**config.mk**
```make
export PLATFORM = sky130hd
export DESIGN_NAME = hs_slice_chain
export DESIGN_NICKNAME = d
export VERILOG_FILES = /design/src/rtl/hs_pkg.sv /design/src/rtl/hs_slice.sv /design/src/rtl/hs_slice_chain.sv
export SDC_FILE = /design/constraint.sdc
export NUM_CORES = 1
export LEC_CHECK = 0
export CAP_MARGIN = 20
export CORE_AREA = 8 8 74 76
export DETAILED_ROUTE_END_ITERATION = 12
export DIE_AREA = 0 0 82 84
export DONT_BUFFER_PORTS = 1
export MAX_ROUTING_LAYER = met4
export SKIP_CTS_REPAIR_TIMING = 1
export SLEW_MARGIN = 25
export SYNTH_ARGS = -nofsm -noshare
export SYNTH_HDL_FRONTEND = slang
export SYNTH_HIERARCHICAL = 1
export SYNTH_SLANG_ARGS = --single-unit
```
**constraint.sdc**
```tcl
create_clock -name clk -period 2.5 [get_ports clk]
set_clock_uncertainty 0.05 [all_clocks]
set_input_delay 0.5 -clock clk [delete_from_list [all_inputs] [get_ports clk]]
set_output_delay 0.5 -clock clk [all_outputs]
set_load 0.02 [all_outputs]
```
**src/rtl/hs_pkg.sv**
```systemverilog
// hs_pkg: shared constants and helpers for the handshake slice chain.
//   MODE_FWD / MODE_SKID / MODE_FULL select the per-stage slice type.
//   capacity(n, mode) returns the number of words an n-stage chain can hold.
//   full_state_e is the occupancy state of a two-entry full slice.
package hs_pkg;

    localparam int MODE_FWD  = 0;
    localparam int MODE_SKID = 1;
    localparam int MODE_FULL = 2;

    typedef enum logic [1:0] {
        SL_EMPTY = 2'd0,
        SL_ONE   = 2'd1,
        SL_TWO   = 2'd2
    } full_state_e;

    function automatic int capacity(input int n, input int mode);
        return (mode == MODE_FULL) ? 2 * n : n;
    endfunction

endpackage

```
**src/rtl/hs_slice.sv**
```systemverilog
// hs_slice: one valid/ready pipeline stage, type chosen by MODE.
//   clk, rst          clock, async active-high reset
//   flush             synchronous discard; forces ready_f=0, valid_b=0
//   valid_f/ready_f/data_f  upstream handshake
//   valid_b/ready_b/data_b  downstream handshake
//
// Full-slice (MODE_FULL) occupancy FSM:
//   state    | meaning
//   SL_EMPTY | no word held, ready_f=1, valid_b=0
//   SL_ONE   | head word held, ready_f=1, valid_b=1
//   SL_TWO   | head + tail held, ready_f=0, valid_b=1
module hs_slice
    import hs_pkg::*;
#(
    parameter int L    = 8,
    parameter int MODE = MODE_FULL
) (
    input  logic         clk,
    input  logic         rst,
    input  logic         flush,
    input  logic         valid_f,
    output logic         ready_f,
    input  logic [L-1:0] data_f,
    output logic         valid_b,
    input  logic         ready_b,
    output logic [L-1:0] data_b
);

    if (MODE == MODE_FWD) begin : g_fwd
        logic         valid_q, valid_d;
        logic [L-1:0] data_q, data_d;
        logic         stage_ready;

        always_comb begin
            stage_ready = ~flush & (ready_b | ~valid_q);
            valid_d     = valid_q;
            data_d      = data_q;
            if (flush) begin
                valid_d = 1'b0;
            end else if (stage_ready) begin
                valid_d = valid_f;
                if (valid_f) data_d = data_f;
            end
        end

        always_ff @(posedge clk or posedge rst) begin
            if (rst) begin
                valid_q <= 1'b0;
                data_q  <= '0;
            end else begin
                valid_q <= valid_d;
                data_q  <= data_d;
            end
        end

        assign ready_f = stage_ready;
        assign valid_b = valid_q & ~flush;
        assign data_b  = data_q;

    end else if (MODE == MODE_SKID) begin : g_skid
        logic         skid_full_q, skid_full_d;
        logic [L-1:0] skid_data_q, skid_data_d;
        logic         ready_q, ready_d;

        always_comb begin
            skid_full_d = skid_full_q;
            skid_data_d = skid_data_q;
            if (flush) begin
                skid_full_d = 1'b0;
            end else if (!skid_full_q) begin
                // Word accepted while downstream stalls: park it in the skid.
                if (valid_f && !ready_b) begin
                    skid_full_d = 1'b1;
                    skid_data_d = data_f;
                end
            end else if (ready_b) begin
                skid_full_d = 1'b0;
            end
            ready_d = ~skid_full_d;
        end

        always_ff @(posedge clk or posedge rst) begin
            if (rst) begin
                skid_full_q <= 1'b0;
                skid_data_q <= '0;
                ready_q     <= 1'b1;
            end else begin
                skid_full_q <= skid_full_d;
                skid_data_q <= skid_data_d;
                ready_q     <= ready_d;
            end
        end

        // Empty skid passes upstream straight through; rst gates the path so
        // nothing leaks out while the chain is held in reset.
        assign ready_f = ready_q & ~flush;
        assign valid_b = ~rst & ~flush & (skid_full_q | valid_f);
        assign data_b  = skid_full_q ? skid_data_q : (valid_b ? data_f : '0);

    end else begin : g_full
        full_state_e  state_q, state_d;
        logic [L-1:0] head_q, head_d;
        logic [L-1:0] tail_q, tail_d;
        logic         ready_q, ready_d;
        logic         valid_q, valid_d;
        logic         push, pop;

        assign ready_f = ready_q & ~flush;
        assign valid_b = valid_q & ~flush;
        assign data_b  = head_q;
        assign push    = valid_f & ready_f;
        assign pop     = valid_b & ready_b;

        always_comb begin
            state_d = state_q;
            head_d  = head_q;
            tail_d  = tail_q;
            if (flush) begin
                state_d = SL_EMPTY;
            end else begin
                unique case (state_q)
                    SL_EMPTY: begin
                        if (push) begin
                            head_d  = data_f;
                            state_d = SL_ONE;
                        end
                    end
                    SL_ONE: begin
                        if (push && pop) begin
                            head_d = data_f;
                        end else if (push) begin
                            tail_d  = data_f;
                            state_d = SL_TWO;
                        end else if (pop) begin
                            state_d = SL_EMPTY;
                        end
                    end
                    SL_TWO: begin
                        if (pop) begin
                            head_d  = tail_q;
                            state_d = SL_ONE;
                        end
                    end
                    default: state_d = SL_EMPTY;
                endcase
            end
            ready_d = (state_d != SL_TWO);
            valid_d = (state_d != SL_EMPTY);
        end

        always_ff @(posedge clk or posedge rst) begin
            if (rst) begin
                state_q <= SL_EMPTY;
                head_q  <= '0;
                tail_q  <= '0;
                ready_q <= 1'b1;
                valid_q <= 1'b0;
            end else begin
                state_q <= state_d;
                head_q  <= head_d;
                tail_q  <= tail_d;
                ready_q <= ready_d;
                valid_q <= valid_d;
            end
        end
    end

endmodule

```
**src/rtl/hs_slice_chain.sv**
```systemverilog
// hs_slice_chain: N cascaded hs_slice stages of one MODE with a word counter.
//   clk, rst          clock, async active-high reset
//   flush             synchronous discard of every held word
//   valid_f/ready_f/data_f  upstream handshake (into stage 0)
//   valid_b/ready_b/data_b  downstream handshake (out of stage N-1)
//   count             words currently held, 0..CAP
module hs_slice_chain
    import hs_pkg::*;
#(
    parameter  int L    = 8,
    parameter  int N    = 2,
    parameter  int MODE = MODE_FULL,
    localparam int CAP  = capacity(N, MODE),
    localparam int CW   = $clog2(CAP + 1)
) (
    input  logic          clk,
    input  logic          rst,
    input  logic          flush,
    input  logic          valid_f,
    output logic          ready_f,
    input  logic [L-1:0]  data_f,
    output logic          valid_b,
    input  logic          ready_b,
    output logic [L-1:0]  data_b,
    output logic [CW-1:0] count
);

    logic         v_c [N+1];
    logic         r_c [N+1];
    logic [L-1:0] d_c [N+1];

    assign v_c[0]  = valid_f;
    assign d_c[0]  = data_f;
    assign r_c[N]  = ready_b;
    assign ready_f = r_c[0];
    assign valid_b = v_c[N];
    assign data_b  = d_c[N];

    for (genvar i = 0; i < N; i++) begin : g_stage
        hs_slice #(
            .L    (L),
            .MODE (MODE)
        ) u_slice (
            .clk     (clk),
            .rst     (rst),
            .flush   (flush),
            .valid_f (v_c[i]),
            .ready_f (r_c[i]),
            .data_f  (d_c[i]),
            .valid_b (v_c[i+1]),
            .ready_b (r_c[i+1]),
            .data_b  (d_c[i+1])
        );
    end

    logic          in_xfer, out_xfer;
    logic [CW-1:0] count_q, count_d;

    // ready_f/valid_b are already forced low during flush, so no transfer
    // can be counted in a flush cycle.
    assign in_xfer  = valid_f & ready_f;
    assign out_xfer = valid_b & ready_b;

    always_comb begin
        count_d = count_q;
        if (flush) begin
            count_d = '0;
        end else if (in_xfer && !out_xfer) begin
            count_d = count_q + CW'(1);
        end else if (out_xfer && !in_xfer) begin
            count_d = count_q - CW'(1);
        end
    end

    always_ff @(posedge clk or posedge rst) begin
        if (rst) count_q <= '0;
        else     count_q <= count_d;
    end

    assign count = count_q;

endmodule

```
==> impl_metrics.ini <==
[status]
status = complete, no violations

[finish]
multi_input_area_um2 = 927
regArea_um2 = 1080
n_fill_cell = 400
final_area_um2 = 2210
drive_gt1_frac = 0.240
fin_util = 0.519
nets = 181
antenna_cells = 0
syn2layout_area_growth_pct = 5.18
finalNonFillerCells = 219

[synth]
ys_types = 33
synth_fp_nets = 178
netlist_area_um2 = 2100
yosys_warnings = 6
netlist_instances = 164
synth_area_per_cell_um2 = 12.8
ys_ff_latch = 43
seq_area_frac_synth = 0.513

[timing]
final-setup-viol-count = 0
rsz0062_at_grt = false
relSlewSlack = 0.487
max_freq_ghz = 0.479
period_share = 0.835
tightest_slew_ns = 0.769
slew_viol_final = 0
period_minus_slack_ns = 2.09
fin_setup_tns_ns = 0
hold_violations = 0

[hold_path]
hold_path.class = input port to async pin

[placement]
dp_cells = 211
io_buffers = 0
gp_congestion = 0.844
dp_hpwl_mm = 3.14
post_dp_cell_area_um2 = 2120

[clock_network]
htree_levels = 2
tritoncts = done
cts_root_buf = clkbuf_8
cts_buffer_depth = 2
numCtsBuffers = 5
clk_pin_slew_ns = 0.08
clock_latency_ns = 0.29
cts_sinks = 43

[critical_path]
critPathMaxStageDelay_ns = 0.54
worstPathRequired_ns = 2.68
worst-setup-path-type = flip-flop to flip-flop
cpMaxStageDelayCell = or4b_1
r2r_slack_ns = 0.41
worst_ep_arrival_time_ns = 2.26
reg2reg_from = g_stage[1].u_slice/g_full.valid_q
r2r-end = count[2]
crit_chain = and2b_4, and2_4, nor2_1, fa_1, or4b_1, nand4b_1
reg2reg_depth = 6
end_kind = flip-flop
worstPathMaxFanout = 6
critPathLaunchType = flip-flop

[detailed_routing]
postRouteAntennaNets = 0
drtPass1Iterations = 4
viasPerCell = 6.11
wire_per_inst_um = 19.6
wirelength_mm = 4.30
vias = 1339
drt_iter0_markers = 71
drc_errors = 0

[grt]
grtUsageTotal = 0.141
grt_pass1_vias = 1420
grt_antenna_before_repair = 0
overflow = 0
grt_max_degree = 24
grt_pass1_wl_mm = 7.31

[flow_run]
maxCapViolCount = 0

[die]
start_util = 0.493
die_w_um = 82
dieHeight_um = 84
die_area_um2 = 6890
core_area_um2 = 4260
pin_count = 26
row_count = 24

[power]
p_per_area_nw_per_um2 = 942
ir_worst_vdd_v = 0.000567
leakagePower_nw = 1.00
placed cells by master, fill, tap and decap left out, types with 2 or more instances in the layout:
master	count
dfrtp_1	41
a2bb2oi_1	18
o22ai_1	16
mux2_4	16
inv_1	9
nor2_1	8
nand2_1	5
clkbuf_8	5
nand3b_1	3
a21oi_1	3
nand4_1	3
mux2_1	2
nand2b_1	2
nand4bb_1	2
a211oi_4	2
and2b_4	2
a211o_1	2
or3_1	2
a221o_2	2
a21bo_2	2
o21ai_0	2
and4b_2	2
and2b_2	2
a21o_1	2
dfstp_2	2
buf_4	2
cell families (layout without fill, tap and decap cells):
logic type      count (synthesis)  in the layout  synth area share
compound gates                 50             50             0.192
xor+xnor                        1              1           0.00416
fa+ha+maj                       1              1           0.00952
buf+inv                        16             19            0.0464
flops                          43             43             0.513
mux                            18             18             0.125
simple gates                   35             35             0.111
flip-flops by register name (all words and copies together) (netlist names):
signal                          count
count                               3
g_stage.u_slice/g_full.tail_q      16
g_stage.u_slice/g_full.valid_q      2
g_stage.u_slice/g_full.state_q      4
g_stage.u_slice/g_full.ready_q      2
g_stage.u_slice/data_b             16
how the worst max path moves through the flow:
stage | from | end | slack, ns | depth (start not counted)
floorplan | flush | count[2] | 0.30 | 7
global placement | flush | count[2] | 0.32 | 6
detailed placement | flush | count[2] | 0.27 | 6
CTS | g_stage[0].u_slice/g_full.ready_q | count[2] | 0.42 | 6
global route | g_stage[1].u_slice/g_full.valid_q | count[2] | 0.32 | 6
finish | g_stage[1].u_slice/g_full.valid_q | count[2] | 0.41 | 6
Yosys cell counts (all sizes together):
library cell,n,share of area
a221o,2,0.011
or3,2,0.0059
nor2,8,0.014
dfstp,2,0.025
and2,1,0.0042
nor3b,1,0.0036
nand3b,3,0.011
or4b,1,0.0048
nand2,5,0.0089
a211oi,2,0.019
nand4,3,0.0089
fa,1,0.0095
buf,7,0.030
nand4b,1,0.0042
and4b,2,0.011
dfrtp,41,0.49
o22ai,16,0.048
xor2,1,0.0042
nand4bb,2,0.011
and2b,4,0.018
a21o,2,0.0071
inv,9,0.016
nand2b,2,0.0059
a21oi,3,0.0071
mux2,18,0.12
a21bo,2,0.0095
a211o,2,0.0083
a2bb2oi,18,0.075
o21ai,3,0.0071
worst max-delay path: cells and delay by family (launching register included):
family,cells,cell delay (ns)
and+or+nand+nor,5,1.14
DFF,1,0.42
adders and majority gates,1,0.42
through the flow:
stage,hold WS [ns],total power [mW],worst slack (ns)
6_report,0.180,2.08,0.413
5_1_grt,0.188,2.21,0.321
4_1_cts,-0.106,2.11,0.421
3_5_place_dp,0.217,1.67,0.268
3_3_place_gp,0.214,1.64,0.321
2_1_floorplan,0.204,1.56,0.300
cell type report:
| type | count | share of cell area |
|---|---|---|
| Tap cell | 52 | 0.0294 |
| Sequential cell | 43 | 0.488 |
| Timing Repair Buffer | 3 | 0.0113 |
| Multi-Input combinational cell | 105 | 0.419 |
| Clock inverter | 2 | 0.00622 |
| Clock buffer | 5 | 0.0311 |
| Inverter | 9 | 0.0153 |
routing by layer:
layer	vias to the layer above	GRT usage	wire length, um
met5	-	-	0
met4	0	0.0383	46
met3	5	0.0571	228
met2	27	0.213	2170
met1	687	0.168	1850
li1	620	-	-
power breakdown:
part	total (mW)	internal (mW)	leakage, nW	switching, mW
registers	1.21	0.937	0.523	0.275
logic	0.451	0.295	0.436	0.156
clock network	0.421	0.191	0.0440	0.230
total	2.08	1.42	1.00	0.661
Power figures use the tool's default switching activity.
